==> src/rtl/lcd_pkg.sv <==
// lcd_pkg: shared constants and types for the character-LCD controller.
//   - HD44780 command bytes used by the init / clear / line-2 sequences
//   - top-level sequencer state enum and bus-transfer phase enum
//   - lcd_init_cmd(): byte for a given step of the power-on init sequence
package lcd_pkg;

  localparam logic [7:0] LCD_CMD_FUNC8   = 8'h38;
  localparam logic [7:0] LCD_CMD_FUNC4   = 8'h28;
  localparam logic [7:0] LCD_CMD_DISP_ON = 8'h0C;
  localparam logic [7:0] LCD_CMD_CLEAR   = 8'h01;
  localparam logic [7:0] LCD_CMD_ENTRY   = 8'h06;
  localparam logic [7:0] LCD_CMD_LINE2   = 8'hC0;
  // Lone nibble 0x2 that switches the panel into 4-bit mode; carried in the
  // high half so it lands on data[7:4].
  localparam logic [7:0] LCD_NIB_4BIT    = 8'h20;

  typedef enum logic [2:0] {
    ST_IDLE,
    ST_INIT,
    ST_CLEAR,
    ST_CHAR,
    ST_LINE2,
    ST_FIN
  } lcd_state_e;

  typedef enum logic [1:0] {
    PH_IDLE,
    PH_SETUP,
    PH_PULSE,
    PH_HOLD
  } lcd_phase_e;

  // 8-bit init: FUNC8, DISP_ON, CLEAR, ENTRY (steps 0..3)
  // 4-bit init: nibble 0x2, FUNC4, DISP_ON, CLEAR, ENTRY (steps 0..4)
  function automatic logic [7:0] lcd_init_cmd(input logic [2:0] step,
                                              input logic       four_bit);
    logic [7:0] cmd;
    cmd = LCD_CMD_ENTRY;
    if (four_bit) begin
      case (step)
        3'd0:    cmd = LCD_NIB_4BIT;
        3'd1:    cmd = LCD_CMD_FUNC4;
        3'd2:    cmd = LCD_CMD_DISP_ON;
        3'd3:    cmd = LCD_CMD_CLEAR;
        default: cmd = LCD_CMD_ENTRY;
      endcase
    end else begin
      case (step)
        3'd0:    cmd = LCD_CMD_FUNC8;
        3'd1:    cmd = LCD_CMD_DISP_ON;
        3'd2:    cmd = LCD_CMD_CLEAR;
        default: cmd = LCD_CMD_ENTRY;
      endcase
    end
    return cmd;
  endfunction

endpackage

==> src/rtl/lcd_bus_xfer.sv <==
// lcd_bus_xfer: performs one LCD bus write as SETUP -> PULSE -> HOLD.
//   clk, rst_n      clock / async active-low reset
//   req             start a transfer (taken when idle or in the final HOLD
//                   cycle, so back-to-back transfers have no gap)
//   byte_in, rs_in  byte and register select to send
//   nibble_mode     1: send byte as two transfers, high nibble first, on
//                   data[7:4] with data[3:0]=0; 0: send byte_in as-is
//   ack             high during the final HOLD cycle of the whole byte; the
//                   transfer completes at the following clock edge
//   data, rs, en    registered LCD bus outputs
module lcd_bus_xfer
  import lcd_pkg::*;
#(
  parameter int SETUP_CYCLES = 1,
  parameter int EN_CYCLES    = 2,
  parameter int WAIT_CYCLES  = 4
) (
  input  logic       clk,
  input  logic       rst_n,
  input  logic       req,
  input  logic [7:0] byte_in,
  input  logic       rs_in,
  input  logic       nibble_mode,
  output logic       ack,
  output logic [7:0] data,
  output logic       rs,
  output logic       en
);

  localparam int MAX_A = (SETUP_CYCLES > EN_CYCLES) ? SETUP_CYCLES : EN_CYCLES;
  localparam int MAX_C = (MAX_A > WAIT_CYCLES) ? MAX_A : WAIT_CYCLES;
  localparam int CW    = $clog2(MAX_C + 1);

  localparam logic [CW-1:0] S_LAST = CW'(SETUP_CYCLES - 1);
  localparam logic [CW-1:0] E_LAST = CW'(EN_CYCLES - 1);
  localparam logic [CW-1:0] W_LAST = CW'(WAIT_CYCLES - 1);

  lcd_phase_e    phase_q, phase_d;
  logic [CW-1:0] cnt_q, cnt_d;
  logic [7:0]    data_q, data_d;
  logic          rs_q, rs_d;
  logic          en_q, en_d;
  logic          second_q, second_d;  // low nibble still to go
  logic [3:0]    lo_q, lo_d;
  logic          last_hold;
  logic          accept;

  always_comb begin
    phase_d   = phase_q;
    cnt_d     = cnt_q;
    data_d    = data_q;
    rs_d      = rs_q;
    second_d  = second_q;
    lo_d      = lo_q;
    last_hold = (phase_q == PH_HOLD) && (cnt_q == W_LAST);
    ack       = last_hold && !second_q;
    accept    = req && ((phase_q == PH_IDLE) || ack);

    case (phase_q)
      PH_SETUP: begin
        if (cnt_q == S_LAST) begin
          phase_d = PH_PULSE;
          cnt_d   = '0;
        end else begin
          cnt_d = cnt_q + CW'(1);
        end
      end
      PH_PULSE: begin
        if (cnt_q == E_LAST) begin
          phase_d = PH_HOLD;
          cnt_d   = '0;
        end else begin
          cnt_d = cnt_q + CW'(1);
        end
      end
      PH_HOLD: begin
        if (!last_hold) begin
          cnt_d = cnt_q + CW'(1);
        end else if (second_q) begin
          phase_d  = PH_SETUP;
          cnt_d    = '0;
          data_d   = {lo_q, 4'h0};
          second_d = 1'b0;
        end else begin
          phase_d = PH_IDLE;
          cnt_d   = '0;
        end
      end
      default: ;
    endcase

    // A new request overrides the return to idle at the end of HOLD.
    if (accept) begin
      phase_d  = PH_SETUP;
      cnt_d    = '0;
      rs_d     = rs_in;
      data_d   = nibble_mode ? {byte_in[7:4], 4'h0} : byte_in;
      lo_d     = byte_in[3:0];
      second_d = nibble_mode;
    end

    en_d = (phase_d == PH_PULSE);
  end

  always_ff @(posedge clk or negedge rst_n) begin
    if (!rst_n) begin
      phase_q  <= PH_IDLE;
      cnt_q    <= '0;
      data_q   <= '0;
      rs_q     <= 1'b0;
      en_q     <= 1'b0;
      second_q <= 1'b0;
      lo_q     <= '0;
    end else begin
      phase_q  <= phase_d;
      cnt_q    <= cnt_d;
      data_q   <= data_d;
      rs_q     <= rs_d;
      en_q     <= en_d;
      second_q <= second_d;
      lo_q     <= lo_d;
    end
  end

  assign data = data_q;
  assign rs   = rs_q;
  assign en   = en_q;

endmodule

==> src/rtl/lcd_message_ctrl.sv <==
// lcd_message_ctrl: HD44780-style character LCD controller with a writable
// message buffer. First start after reset runs the init sequence, later
// starts send CLEAR; then the buffer is streamed up to the first 0x00 or
// MSG_LEN characters, with a line-2 cursor command before char LINE_LEN.
//   clk, reset         clock / async active-low reset
//   wr_en/addr/data    buffer write port (honoured only in IDLE)
//   start              display request (sampled only in IDLE)
//   busy, done         sequence in progress / one-cycle end pulse
//   data, rs, rw, en   LCD bus (rw tied 0)
// Build option: LCD_FOUR_BIT_EN selects the 4-bit bus interface.
module lcd_message_ctrl
  import lcd_pkg::*;
#(
  parameter int MSG_LEN      = 32,
  parameter int LINE_LEN     = 16,
  parameter int SETUP_CYCLES = 1,
  parameter int EN_CYCLES    = 2,
  parameter int WAIT_CYCLES  = 4
) (
  input  logic                       clk,
  input  logic                       reset,
  input  logic                       wr_en,
  input  logic [$clog2(MSG_LEN)-1:0] wr_addr,
  input  logic [7:0]                 wr_data,
  input  logic                       start,
  output logic                       busy,
  output logic                       done,
  output logic [7:0]                 data,
  output logic                       rs,
  output logic                       rw,
  output logic                       en
);

  localparam int AW = $clog2(MSG_LEN);
  localparam int IW = $clog2(MSG_LEN + 1);

`ifdef LCD_FOUR_BIT_EN
  localparam logic       FOUR_BIT  = 1'b1;
  localparam logic [2:0] INIT_LAST = 3'd4;
`else
  localparam logic       FOUR_BIT  = 1'b0;
  localparam logic [2:0] INIT_LAST = 3'd3;
`endif

  localparam logic [IW-1:0] IDX_END = IW'(MSG_LEN);
  localparam logic [IW-1:0] IDX_L2  = IW'(LINE_LEN);
  localparam logic          HAS_L2  = (LINE_LEN < MSG_LEN);

  lcd_state_e    state_q, state_d;
  logic [2:0]    step_q, step_d;
  logic [IW-1:0] idx_q, idx_d;     // next character to send
  logic          init_done_q, init_done_d;
  logic [7:0]    buf_q [MSG_LEN];

  logic          wr_ok;
  logic [7:0]    cur_char;
  logic          advance;
  logic          x_req, x_rs, x_nib, x_ack;
  logic [7:0]    x_byte;

  assign wr_ok    = wr_en && (state_q == ST_IDLE) && (int'(wr_addr) < MSG_LEN);
  assign cur_char = (idx_q < IDX_END) ? buf_q[idx_q[AW-1:0]] : 8'h00;

  always_comb begin
    state_d     = state_q;
    step_d      = step_q;
    idx_d       = idx_q;
    init_done_d = init_done_q;
    x_req       = 1'b0;
    x_byte      = 8'h00;
    x_rs        = 1'b0;
    x_nib       = FOUR_BIT;
    advance     = 1'b0;

    case (state_q)
      ST_IDLE: begin
        if (start) begin
          idx_d = '0;
          x_req = 1'b1;
          if (!init_done_q) begin
            state_d = ST_INIT;
            step_d  = 3'd0;
            x_byte  = lcd_init_cmd(3'd0, FOUR_BIT);
            x_nib   = 1'b0;  // 8-bit: plain byte; 4-bit: lone 0x2 nibble
          end else begin
            state_d = ST_CLEAR;
            x_byte  = LCD_CMD_CLEAR;
          end
        end
      end
      ST_INIT: begin
        if (x_ack) begin
          if (step_q == INIT_LAST) begin
            init_done_d = 1'b1;
            advance     = 1'b1;
          end else begin
            step_d = step_q + 3'd1;
            x_req  = 1'b1;
            x_byte = lcd_init_cmd(step_q + 3'd1, FOUR_BIT);
          end
        end
      end
      ST_CLEAR, ST_CHAR: begin
        if (x_ack) advance = 1'b1;
      end
      ST_LINE2: begin
        // Character at LINE_LEN was seen non-zero before 0xC0 was issued.
        if (x_ack) begin
          state_d = ST_CHAR;
          x_req   = 1'b1;
          x_byte  = cur_char;
          x_rs    = 1'b1;
          idx_d   = idx_q + IW'(1);
        end
      end
      ST_FIN:  state_d = ST_IDLE;
      default: state_d = ST_IDLE;
    endcase

    // Pick the next item of the character phase once the previous
    // transfer completes; the line-2 test only sees idx==LINE_LEN here
    // before that character has been sent.
    if (advance) begin
      if ((idx_q == IDX_END) || (cur_char == 8'h00)) begin
        state_d = ST_FIN;
      end else if (HAS_L2 && (idx_q == IDX_L2)) begin
        state_d = ST_LINE2;
        x_req   = 1'b1;
        x_byte  = LCD_CMD_LINE2;
      end else begin
        state_d = ST_CHAR;
        x_req   = 1'b1;
        x_byte  = cur_char;
        x_rs    = 1'b1;
        idx_d   = idx_q + IW'(1);
      end
    end
  end

  always_ff @(posedge clk or negedge reset) begin
    if (!reset) begin
      state_q     <= ST_IDLE;
      step_q      <= '0;
      idx_q       <= '0;
      init_done_q <= 1'b0;
    end else begin
      state_q     <= state_d;
      step_q      <= step_d;
      idx_q       <= idx_d;
      init_done_q <= init_done_d;
    end
  end

  always_ff @(posedge clk or negedge reset) begin
    if (!reset) begin
      for (int i = 0; i < MSG_LEN; i++) buf_q[i] <= 8'h00;
    end else if (wr_ok) begin
      buf_q[wr_addr] <= wr_data;
    end
  end

  lcd_bus_xfer #(
    .SETUP_CYCLES (SETUP_CYCLES),
    .EN_CYCLES    (EN_CYCLES),
    .WAIT_CYCLES  (WAIT_CYCLES)
  ) u_xfer (
    .clk         (clk),
    .rst_n       (reset),
    .req         (x_req),
    .byte_in     (x_byte),
    .rs_in       (x_rs),
    .nibble_mode (x_nib),
    .ack         (x_ack),
    .data        (data),
    .rs          (rs),
    .en          (en)
  );

  assign busy = (state_q != ST_IDLE) && (state_q != ST_FIN);
  assign done = (state_q == ST_FIN);
  assign rw   = 1'b0;

endmodule

==> config.mk <==
export PLATFORM = sky130hd
export DESIGN_NAME = lcd_message_ctrl
export DESIGN_NICKNAME = d
export VERILOG_FILES = /design/src/rtl/lcd_pkg.sv /design/src/rtl/lcd_bus_xfer.sv /design/src/rtl/lcd_message_ctrl.sv
export SDC_FILE = /design/constraint.sdc
export NUM_CORES = 1
export LEC_CHECK = 0
export BUFFER_PORTS_ARGS = -buffer_cell sky130_fd_sc_hd__buf_4
export CAP_MARGIN = 20
export CORE_ASPECT_RATIO = 1.25
export CORE_MARGIN = 3
export CORE_UTILIZATION = 57
export CTS_CLUSTER_SIZE = 20
export DETAILED_ROUTE_END_ITERATION = 16
export PLACE_DENSITY = 0.76
export SYNTH_ARGS = -nofsm -noshare
export SYNTH_HDL_FRONTEND = slang
export SYNTH_SLANG_ARGS = --single-unit
==> constraint.sdc <==
create_clock -name clk -period 2.9 [get_ports clk]
set_clock_uncertainty 0.15 [all_clocks]
set_input_delay 0.725 -clock clk [delete_from_list [all_inputs] [get_ports clk]]
set_output_delay 0.725 -clock clk [all_outputs]
set_load 0.01 [all_outputs]
Word level (Yosys, flattened, before mapping)
Cells that the tools add are included.
{ "totals": {"out_inout_bits": 13, "word_cells": 170, "reg_bits": 289, "inputBits": 17} }
{ "op_classes": {"add_sub_neg": 3, "reduce_logical": 27, "mux": 67, "bitwise": 2, "magnitude_cmp": 4, "eq_ne": 24} }
{ "ops": {"columns": ["operator", "count"], "rows": [
  ["$bwmux 256", 1],
  ["$mux 8", 12],
  ["$mux 6", 9],
  ["$bmux 8 s5", 1],
  ["$demux 8 s5", 1],
  ["$mux 3", 13],
  ["$pmux 8 s3", 1],
  ["$pmux 3 s3", 2],
  ["$pmux 6 s3", 1],
  ["$mux 1", 16],
  ["$eq 3x2->1 const B", 5],
  ["$ge 6x6->1 const B", 2],
  ["$not 5->6", 2],
  ["$pmux 6 s2", 1],
  ["$mux 2", 5],
  ["$eq 3x1->1 const B", 3],
  ["$logic_not 3->1", 3],
  ["$reduce_and 3->1", 3],
  ["$logic_not 8->1", 1],
  ["$reduce_bool 2->1", 4],
  ["$add 3x1->3 const B", 2],
  ["$add 6x1->6 const B", 1],
  ["$eq 2x2->1 const B", 3],
  ["$eq 3x3->1 const B", 2],
  ["other kinds (23)", 33]
]} }

Depth between registers and ports, before layout
Gate-level depths: netlist of run 1.
{ "logic_depth": {"word_depth": 12, "mapped_depth": 14, "mapped_depth_nobuf": 9} }

By module
Synthesis of run 1 repeated with hierarchy kept, for this count alone.
{ "unflattened": {"cells_unflattened": 1028, "area_unflattened_um2": 13925.9} }
{ "by_module_without_submodules": {"columns": ["module", "instances", "cells_each", "seq_area_each_um2", "area_per_inst_um2"], "rows": [
  ["lcd_message_ctrl", 1, 922, 6731.5, 12827.3],
  ["lcd_bus_xfer", 1, 106, 500.5, 1098.6]
]} }

Least setup slack after synthesis of run 1
Ideal clock, no wire load.
{ "synth_timing": {"kind": "register -> register", "from": "reg idx_q[0]", "to": "reg idx_q[4]", "arrival_time_ns": 2.784, "stages_incl_launch_ff": 12, "setup_slack_ns": -0.160, "n_path_buf": 2, "required_time_ns": 2.624, "period_less_slack_ns": 3.060, "setup_time_ns": 0.126, "cell_sequence": "dfrtp_1 -> buf_4 -> mux4_2 -> mux4_2 -> nor2_1 -> nor4_1 -> nor4_4 -> nand2_2 -> a21oi_4 -> buf_6 -> nor2_2 -> a311o_1"} }
{ "synth_via": {"elab_chain_cells": 9, "elab_cells_between_ends": 16} }
{ "synth_lines": {"columns": ["element", "line_no", "source"], "rows": [
  ["start: declaration", "lcd_message_ctrl.sv:51", "logic [IW-1:0] idx_q, idx_d;"],
  ["start signal: assignment", "lcd_message_ctrl.sv:149", "idx_q <= idx_d;"],
  ["$not 5->6 (implied by the code)", "lcd_message_ctrl.sv:62", "assign cur_char = (idx_q < IDX_END) ? buf_q[idx_q[AW-1:0]] : 8'h00;"],
  ["$bmux 8 s5", "lcd_message_ctrl.sv:62", null],
  ["$mux 8 (implied by the code) (2 in series)", "lcd_message_ctrl.sv:62", null],
  ["$mux 8", "lcd_message_ctrl.sv:62", null],
  ["$logic_not 8->1", "lcd_message_ctrl.sv:124", "if ((idx_q == IDX_END) || (cur_char == 8'h00)) begin"],
  ["$logic_or 1x1->1", "lcd_message_ctrl.sv:124", null],
  ["$mux 6", "lcd_message_ctrl.sv:124", null],
  ["$mux 6 (*)", "lcd_message_ctrl.sv:123", "if (advance) begin"],
  ["net idx_d[4]", "lcd_message_ctrl.sv:51", null]
]} }
The timed path passes the listed nets; every way through them passes the cells marked *. The select of a mux whose other input is x is not followed.
A chain may end at the register's enable or synchronous reset.

Worst setup path after layout of run 1
{ "layout_timing": {"from": "reg idx_q[1]", "to": "reg idx_q[2]"} }
The elaborated chain is that of the path after synthesis.

==> results.json, run 1 <==
{
  "die_x_um": 144,
  "antenna_found_initial": 0,
  "grt_max_degree": 75,
  "fin_crit_sh_pct": 111,
  "worstMarginPinSlew_ns": 0.592,
  "critical_path.max_stage_delay_ns": 0.52,
  "clock_sinks": 284,
  "wl_per_cell_um": 22.9,
  "drive_gt1_share_pct": 44.5,
  "setup_viol": 23,
  "syn_area_um2": 13600,
  "place_congestion": 0.972,
  "synth_top_area_share_pct": 52.2,
  "slew_headroom_pct": 60.5,
  "drc_errors": 0,
  "yosysWarnings": 0,
  "synth_nets": 1029,
  "max-cap-violations": 0,
  "drv_slew": 0,
  "dr.pass1.iters": 5,
  "grtUsageMet2_pct": 43.7,
  "portBuffers": 28,
  "coreArea_um2": 23300,
  "synth-seq-cells": 284,
  "cts_buffer_depth": 3,
  "end_kind": "flop",
  "synth_flop_cell": "dfrtp_1",
  "cts_tree": "yes",
  "power.total_mw": 9.75,
  "grt_pass1_wl_um": 51000,
  "die_area_um2": 25800,
  "track_usage_pct": 25.5,
  "rsz0062_at_grt": "yes",
  "post-synth-top-area-cell": "dfrtp_1",
  "setup_slack_ns": -0.317,
  "leakage_nw": 7.44,
  "clockRootBuffer": "clkbuf_16",
  "synthTopCellsByArea": "dfrtp_1 52%, mux2_2 21%, mux4_2 7.3%",
  "critPathArrivalTime_ns": 3.48,
  "drt_iter0_drc": 604,
  "synth_xor_area_share_pct": 0.0643,
  "crit_required_ns": 3.16,
  "crit_path_top_delay_cell": "dfrtp_4",
  "synth.avg_cell_area_um2": 13.7,
  "route.vias.total": 8656,
  "synth_edf_count": 0,
  "path_clk_slew_ns": 0.06,
  "htreeDepth": 1,
  "period_needed_ns": 3.22,
  "nNetsFinal": 1112,
  "timing.critical_path.from": "idx_q[1]",
  "synthCells": 997,
  "wirelength_um": 31800,
  "synth_fa_ha_area_share_pct": 1.38,
  "pre_cts_ws_ns": -0.242,
  "violations": "negative setup slack",
  "fmax_mhz": 311,
  "critical_path_class": "flop to flop",
  "num_rows": 62,
  "overflow": 0,
  "start_kind": "flop",
  "grt_busiest_layer": "met2",
  "vdd_drop_max_uv": 571,
  "status": "finished with violations",
  "cts_made_buffers": 28,
  "start_util_pct": 58.5,
  "cp_cell_sequence": "buf_12 -> buf_4 -> mux4_2 -> mux2i_1 -> a32o_1 -> nor4_2 -> nor4_2 -> nand2_2 -> a21oi_4 -> buf_4 -> buf_4 -> or3_1 -> a21oi_1",
  "hp-class": "input port to async pin",
  "die_y_um": 179,
  "final_antenna_net_count": 0,
  "worstRegToRegCells": 13,
  "synth_simple_gate_area_share_pct": 5.90,
  "synthArstFlopShare_pct": 100,
  "hold_violations": 0,
  "pwr_density_cell_nw_per_um2": 619,
  "rr_endpoint": "idx_q[2]",
  "ios": 30,
  "diodes": 0,
  "grt_pass1_vias": 9111,
  "critical_path.max_fanout": 7,
  "cp_common_cell": "buf_4",
  "synth_top_family_by_area": "multiplexers",
  "synth_top_cells_by_count": "284 x dfrtp_1, 258 x mux2_2, 53 x mux2i_1",
  "via_per_inst": 6.25,
  "reg2reg_from": "idx_q[1]",
  "post-dp-hpwl_um": 21500,
  "critical_path.endpoint": "idx_q[2]",
  "synth_most_common_cell": "dfrtp_1",
  "seq_area_frac_synth_pct": 52.2,
  "clock_latency_ns": 0.54,
  "met3_usage_pct": 3.20,
  "synth_mux_area_share_pct": 32.5,
  "synth_compound_area_share_pct": 5.12,
  "area_delta_synth_final_pct": 15.6,
  "grt.met1_usage_pct": 34.5,
  "ff2ff_setup_slack_ns": -0.32,
  "yosysUniqueCellTypes": 57
}
registers in the layout, indices dropped and copies added (netlist names):
| register | count |
|---|---|
| buf_q | 256 |
| idx_q | 6 |
| init_done_q | 1 |
| state_q | 3 |
| step_q | 3 |
| u_xfer.cnt_q | 3 |
| u_xfer.data | 8 |
| u_xfer.en | 1 |
| u_xfer.phase_q | 2 |
| u_xfer.rs | 1 |
layer usage:
metal  wire [µm]  vias up  share of wire [%]
met5           0        -                  0
met4         833        0                2.6
met3        1600       61                5.0
met2       16400      251                 52
met1       13000     4507                 41
li1            -     3837                  -
where the power goes:
part | total [mW] | switching (mW) | leakage (nW) | internal (mW)
Sequential | 4.31 | 0.159 | 3.91 | 4.16
Clock | 3.75 | 1.47 | 0.464 | 2.27
Combinational | 1.69 | 0.921 | 3.07 | 0.772
Total | 9.75 | 2.55 | 7.44 | 7.20
through the flow:
stage                     area [µm²]  hold slack, ns  std cells  utilization, %  TNS (ns)
after floorplan                13600           0.279        997               -    -0.408
after global placement         14700           0.332       1333            63.0     -2.42
after detailed placement       14700           0.340       1333            63.0     -3.38
after CTS                      15700          0.0320       1381            67.3     -2.90
after global routing           15800          0.0527       1385            67.7     -7.34
final                          15800         0.00745       1385            67.7     -4.92
cells in the final DEF (no fill, tap or decap), types with 4 or more instances in the layout:
master	instances
dfrtp_1	282
mux2_2	258
buf_4	103
mux2i_1	52
mux4_2	44
nand2_1	40
nor2_1	39
a21oi_1	34
clkbuf_16	29
a22oi_1	25
inv_1	17
ha_1	15
buf_12	12
o21ai_0	11
and2_1	10
nor3_1	7
nor4_2	7
clkbuf_1	7
nor2b_1	6
clkbuf_8	6
a32o_1	5
a211oi_1	5
nor2_2	5
or3_1	5
nand3_1	4
nand4_1	4
nor3b_1	4
bufinv_16	4
worst max-delay path: cells and delay by family, from the launching register on:
family / cells / cell delay, ns
AO/OA/AOI/OAI: 3 / 0.54
buffers and inverters: 4 / 0.55
flip-flops: 1 / 0.52
multiplexers: 2 / 0.62
AND/OR/NAND/NOR: 4 / 0.69
cells by family after synthesis:
group | after synthesis
mux | 355
compound gates | 104
flops | 284
other cells | 1
fa+ha+maj | 15
simple gates | 153
buf+inv | 84
xor+xnor | 1
worst min-delay path by stage:
stage	from	endpoint
final	reset	buf_q[234]
after global placement	buf_q[113]	buf_q[113]
after detailed placement	buf_q[207]	buf_q[207]
after CTS	reset	buf_q[234]
after floorplan	reset	buf_q[0]
after global routing	reset	buf_q[255]
layout make-up:
type	count	area [µm²]
clock inverters	6	141
inverters	18	67.6
flip-flops and latches	284	7110
repair buffers	119	1080
clock buffers	41	810
fillers	1633	7520
well taps	288	360
multi-input cells	629	6190
what timing repair did:
| item | 4_1_cts | 5_1_grt |
|---|---|---|
| endpoints found under the setup margin | 22 | 24 |
| endpoints found under the hold margin | 0 | 0 |
| hold buffers | 0 | 0 |
| setup buffers | 1 | 3 |
| gates resized for setup | 4 | 17 |
| cloned | 0 | 1 |
| pin swaps | 1 | 1 |
Power figures use the tool's default switching activity.
==> run 2: changes to the inputs <==
--- a/config.mk
+++ b/config.mk
@@ -5,6 +5,7 @@
 export SDC_FILE = /design/constraint.sdc
 export NUM_CORES = 1
 export LEC_CHECK = 0
+export ABC_AREA = 1
 export BUFFER_PORTS_ARGS = -buffer_cell sky130_fd_sc_hd__buf_4
 export CAP_MARGIN = 20
 export CORE_ASPECT_RATIO = 1.25
==> results.json, run 2 <==
{
  "status": "finished, final reports clean",
  "crit_required_ns": 3.24,
  "synth_simple_gate_area_share_pct": 27.7,
  "synth_flop_cell": "dfrtp_1",
  "wl_per_cell_um": 16.9,
  "portBuffers": 28,
  "grt_max_degree": 80,
  "drc_errors": 0,
  "fin_tns_setup_ns": 0,
  "seq_area_frac_synth_pct": 50.4,
  "seqCellArea_um2": 7110,
  "clock_sinks": 284,
  "cts_buffer_depth": 3,
  "critical_path.max_stage_delay_ns": 0.51,
  "synth.avg_cell_area_um2": 7.39,
  "max-cap-violations": 0,
  "synth_nets": 1940,
  "hold_violations": 0,
  "final_cell_mix": "751 x nand2_1, 303 x o21ai_0, 282 x dfrtp_1, 159 x inv_1, 113 x nand3_1",
  "cp_cell_sequence": "inv_6 -> buf_12 -> buf_12 -> nand2_1 -> nand3_1 -> nand2_1 -> nand2_1 -> nand2_1 -> inv_1 -> nand2_1 -> nand2_1 -> nand2_1 -> nor2_2 -> nand2_2 -> nor2_2 -> nor2_2 -> nor2_1 -> nand3_1 -> nand2_1",
  "die_x_um": 147,
  "fmax_mhz": 364,
  "htreeDepth": 1,
  "leakage_nw": 8.05,
  "ios": 30,
  "path_clk_slew_ns": 0.06,
  "cp_num_buf_inv": 4,
  "critical_path_class": "flop to flop",
  "synth-seq-cells": 284,
  "vdd_drop_max_uv": 527,
  "synth_most_common_cell": "nand2_1",
  "nNetsFinal": 1973,
  "drt_iter0_drc": 1337,
  "antenna_found_initial": 0,
  "synth_top_area_share_pct": 50.4,
  "area_delta_synth_final_pct": 13.9,
  "largest_reg_flops": 256,
  "clock_latency_ns": 0.56,
  "diodes": 0,
  "synth_xor_area_share_pct": 0.186,
  "synthCells": 1908,
  "die_y_um": 182,
  "synth_top_cells_by_count": "752 x nand2_1, 305 x o21ai_0, 284 x dfrtp_1",
  "multi_input_area_um2": 5900,
  "cts_made_buffers": 29,
  "syn_area_um2": 14100,
  "whs_ns": 0.0253,
  "critPathArrivalTime_ns": 3.09,
  "route.vias.total": 12600,
  "crit_path_top_delay_cell": "dfrtp_4",
  "synth_edf_count": 0,
  "yosysUniqueCellTypes": 33,
  "post-dp-hpwl_um": 23900,
  "cp_common_cell": "nand2_1",
  "slew_headroom_pct": 52.4,
  "start_kind": "flop",
  "synth_mux_area_share_pct": 0,
  "synthTopCellsByArea": "dfrtp_1 50%, nand2_1 20%, o21ai_0 11%",
  "fillers": 2066,
  "grt_pass1_wl_um": 61700,
  "coreArea_um2": 24000,
  "drv_slew": 0,
  "track_usage_pct": 28.3,
  "mostFrequentLayoutCell": "nand2_1",
  "synthArstFlopShare_pct": 100,
  "synth_fa_ha_area_share_pct": 1.33,
  "post-synth-top-area-cell": "dfrtp_1",
  "pwr_density_cell_nw_per_um2": 632,
  "end_kind": "flop",
  "cts_tree": "yes",
  "die_area_um2": 26700,
  "clockRootBuffer": "clkbuf_16",
  "worstMarginPinSlew_ns": 0.711,
  "place_congestion": 0.927,
  "via_per_inst": 5.52,
  "start_util_pct": 58.6,
  "final_antenna_net_count": 0,
  "fin_crit_sh_pct": 94.9,
  "grt_pass1_vias": 12100,
  "synth_top_family_by_area": "simple AND/OR/NAND/NOR gates",
  "critical_path.max_fanout": 17,
  "drive_gt1_share_pct": 8.94,
  "yosysWarnings": 0,
  "setup_viol": 0,
  "synth_compound_area_share_pct": 12.4,
  "overflow": 0,
  "cpLargestDelayFamily": "simple AND/OR/NAND/NOR gates",
  "largest-register": "buf_q",
  "dr.pass1.iters": 7,
  "hp-class": "input port to async pin",
  "wirelength_um": 38500,
  "num_rows": 63,
  "period_needed_ns": 2.75
}
[run 2: cell count changes in the layout (fill, tap and decap cells not counted), moves of 64 or more]
cell     previous run  this run
mux2_2            258         0
o21ai_0            11       303
nor2_1             39       103
nand3_1             4       113
nand2_1            40       751
inv_1              17       159
[run 2: through the flow]
stage               area (µm²)  worst slack, ns  utilization [%]  instances  power (mW)
finish                   16100            0.149             66.8       2283        10.1
CTS                      15900            0.107             66.2       2277        10.1
floorplan                14100            0.578                -       1908        5.86
detailed placement       15000            0.126             62.4       2229        6.51
global route             16100          -0.0134             66.8       2283        10.7
global placement         15000            0.159             62.4       2229        6.43
[run 2: metal layers]
| metal | global-route usage [%] | share of wire (%) | vias to the layer above |
|---|---|---|---|
| met2 | 47.0 | 48 | 478 |
| met5 | 0 | 0 | - |
| met4 | 8.62 | 2.7 | 0 |
| li1 | - | - | 6063 |
| met3 | 3.84 | 7.2 | 82 |
| met1 | 39.1 | 43 | 5980 |
[run 2: cell families after synthesis]
logic type,after synthesis
other cells,1
simple gates,992
flops,284
fa+ha+maj,15
buf+inv,273
xor+xnor,3
compound gates,340
[run 2: timing repair]
item | 4_1_cts | 5_1_grt
setup buffers | 0 | 2
hold endpoints to repair | 0 | 0
hold buffers | 0 | 0
setup endpoints to repair | 0 | 15
gates resized for setup | 0 | 12
[run 2: worst register-to-register path, delay by kind of cell (launching register included)]
| family | cells | cell delay (ns) |
|---|---|---|
| buf+inv | 4 | 0.53 |
| flops | 1 | 0.51 |
| simple gates | 15 | 1.49 |
[run 2: final timing paths]
path	startpoint	to	slack [ns]	cells past startpoint
worst max-delay path	idx_q[0]	idx_q[0]	0.15	19
worst min register to register	u_xfer.data[2]	u_xfer.data[2]	0.32	2
worst max register to register	idx_q[0]	idx_q[0]	0.15	19
worst min-delay path	reset	u_xfer.data[4]	0.03	1
max in group asynchronous	reset	buf_q[224]	1.87	2
min in group clk	u_xfer.data[2]	u_xfer.data[2]	0.32	2
[run 2: final cells by class]
cell class	instances	area share [%]
clock inverters	9	0.631
multi-input cells	1352	36.7
flip-flops and latches	284	44.3
clock buffers	39	5.00
inverters	163	3.84
repair buffers	111	6.95
well taps	325	2.53
[run 2: power by group]
group	internal, mW	total [mW]	leakage, nW	switching (mW)
registers	4.41	4.67	3.88	0.259
logic	0.672	1.84	3.72	1.17
clock network	2.10	3.63	0.446	1.53
total	7.18	10.1	8.05	2.96
==> run 3: changes to the inputs <==
--- a/config.mk
+++ b/config.mk
@@ -10,7 +10,7 @@
 export CAP_MARGIN = 20
 export CORE_ASPECT_RATIO = 1.25
 export CORE_MARGIN = 3
-export CORE_UTILIZATION = 57
+export CORE_UTILIZATION = 59
 export CTS_CLUSTER_SIZE = 20
 export DETAILED_ROUTE_END_ITERATION = 16
 export PLACE_DENSITY = 0.76
==> constraint.sdc (replaced) <==
create_clock -name clk -period 3.2 [get_ports clk]
set_clock_uncertainty 0.15 [all_clocks]
set_input_delay 0.8 -clock clk [delete_from_list [all_inputs] [get_ports clk]]
set_output_delay 0.8 -clock clk [all_outputs]
set_load 0.01 [all_outputs]
==> results.json, run 3 (same netlist as run 2, synthesis figures left out) <==
{
  "status": "finished, final reports clean",
  "route.vias.total": 12400,
  "area_delta_synth_final_pct": 10.8,
  "num_rows": 62,
  "end_kind": "flop",
  "post-dp-hpwl_um": 24400,
  "clockRootBuffer": "clkbuf_16",
  "critical_path.max_fanout": 65,
  "cts_buffer_depth": 3,
  "overflow": 0,
  "fin_tns_setup_ns": 0,
  "critPathArrivalTime_ns": 3.30,
  "coreArea_um2": 23300,
  "place_congestion": 0.887,
  "fmax_mhz": 332,
  "track_usage_pct": 30.0,
  "clock_sinks": 284,
  "final_cell_area_um2": 15600,
  "cts_resized": 0,
  "pwr_density_cell_nw_per_um2": 582,
  "mostFrequentLayoutCell": "nand2_1",
  "wl_per_cell_um": 17.1,
  "hold_violations": 0,
  "diodes": 0,
  "worstMarginPinSlew_ns": 0.806,
  "rsz0062_at_grt": "no",
  "seq_power_share_pct": 46.6,
  "period_needed_ns": 3.01,
  "start_kind": "flop",
  "ctsHoldBuffers": 0,
  "largest_reg_flops": 256,
  "fillers": 1999,
  "drt_iter0_drc": 1152,
  "die_area_um2": 25800,
  "max-cap-violations": 0,
  "critical_path_class": "flop to flop",
  "fin_crit_sh_pct": 94.0,
  "die_y_um": 179,
  "portBuffers": 28,
  "p_sw_mw": 2.64,
  "fin_cells": 2220,
  "placed_area_um2": 14700,
  "power.total_mw": 9.09,
  "cts_made_buffers": 29,
  "clockPowerShare_pct": 36.0,
  "largest-register": "buf_q",
  "die_x_um": 144,
  "drc_errors": 0,
  "antenna_found_initial": 0,
  "power_frac_comb_pct": 17.5,
  "ios": 30,
  "post_cts_buffers": 0,
  "switching_share_pct": 29.0,
  "slew_headroom_pct": 46.1,
  "clock_latency_ns": 0.56,
  "via_per_inst": 5.58,
  "wirelength_um": 38000,
  "setup_viol": 0,
  "leakage_nw": 7.84,
  "grt_max_degree": 77,
  "path_clk_slew_ns": 0.06,
  "hp-class": "input port to async pin",
  "p_int_mw": 6.45,
  "drive_gt1_share_pct": 7.56,
  "vdd_drop_max_uv": 438,
  "htreeDepth": 1,
  "start_util_pct": 60.6,
  "grt_pass1_wl_um": 61800,
  "final_cell_mix": "752 x nand2_1, 305 x o21ai_0, 282 x dfrtp_1, 159 x inv_1, 113 x nand3_1",
  "final_antenna_net_count": 0,
  "dr.pass1.iters": 6,
  "cts_tree": "yes",
  "drv_slew": 0,
  "nNetsFinal": 1947,
  "grt_pass1_vias": 11900,
  "dp_cells": 2172,
  "crit_required_ns": 3.49
}
[run 3: per-layer routing]
metal | GRT usage, % | vias up | share of wire [%]
met2 | 47.9 | 418 | 46
met4 | 9.68 | 0 | 3.1
met3 | 4.08 | 88 | 6.6
met5 | 0 | - | 0
met1 | 42.8 | 5878 | 44
li1 | - | 6007 | -
[run 3: area by class of cell]
| type | count | area [µm²] | share of cell area (%) |
|---|---|---|---|
| flip-flops and latches | 284 | 7110 | 45.5 |
| clock buffers | 42 | 845 | 5.41 |
| multi-input cells | 1351 | 5880 | 37.6 |
| clock inverters | 6 | 57.6 | 0.369 |
| repair buffers | 86 | 753 | 4.82 |
| inverters | 163 | 613 | 3.93 |
| well taps | 288 | 360 | 2.31 |
[run 3: worst paths after layout]
path / from / end / slack [ns] / depth (start not counted)
setup / recovery: idx_q[0] / u_xfer.data[3] / 0.19 / 17
hold / removal: reset / buf_q[20] / 0.02 / 1
setup reg to reg: idx_q[0] / u_xfer.data[3] / 0.19 / 17
hold reg to reg: u_xfer.data[2] / u_xfer.data[2] / 0.33 / 2
max in group asynchronous: reset / buf_q[226] / 2.09 / 2
min in group clk: u_xfer.data[2] / u_xfer.data[2] / 0.33 / 2
[run 3: critical path, cell delays in order (launching register included)]
cell and delay (ns):
dfrtp_4 0.46, clkinv_2 0.20, buf_12 0.27, o21ai_0 0.31
nand3_1 0.14, nand3_1 0.17, nand2_1 0.07, nand2_1 0.06
nand2_1 0.11, nor2_1 0.18, nand2_2 0.10, nor2_1 0.15
nor2_2 0.05, buf_4 0.18, nand2_1 0.06, nand2_1 0.08
nand2_1 0.09, nand2_1 0.05
[run 3: power by group through the flow]
stage | Sequential (mW) | Clock [mW] | Combinational [mW]
detailed placement | 4.29 | 0 | 1.58
finish | 4.23 | 3.27 | 1.59
global placement | 4.27 | 0 | 1.53
global route | 4.28 | 3.46 | 1.82
CTS | 4.23 | 3.31 | 1.59
floorplan | 4.23 | 0 | 1.08
[run 3: through the flow]
step | utilization, % | setup slack (ns) | hold slack, ns
6_report | 67.1 | 0.191 | 0.0163
5_1_grt | 67.1 | 0.0294 | 0.0439
4_1_cts | 67.1 | 0.266 | 0.0274
3_5_place_dp | 63.2 | 0.271 | 0.317
3_3_place_gp | 63.2 | 0.309 | 0.309
2_1_floorplan | - | 0.878 | 0.298
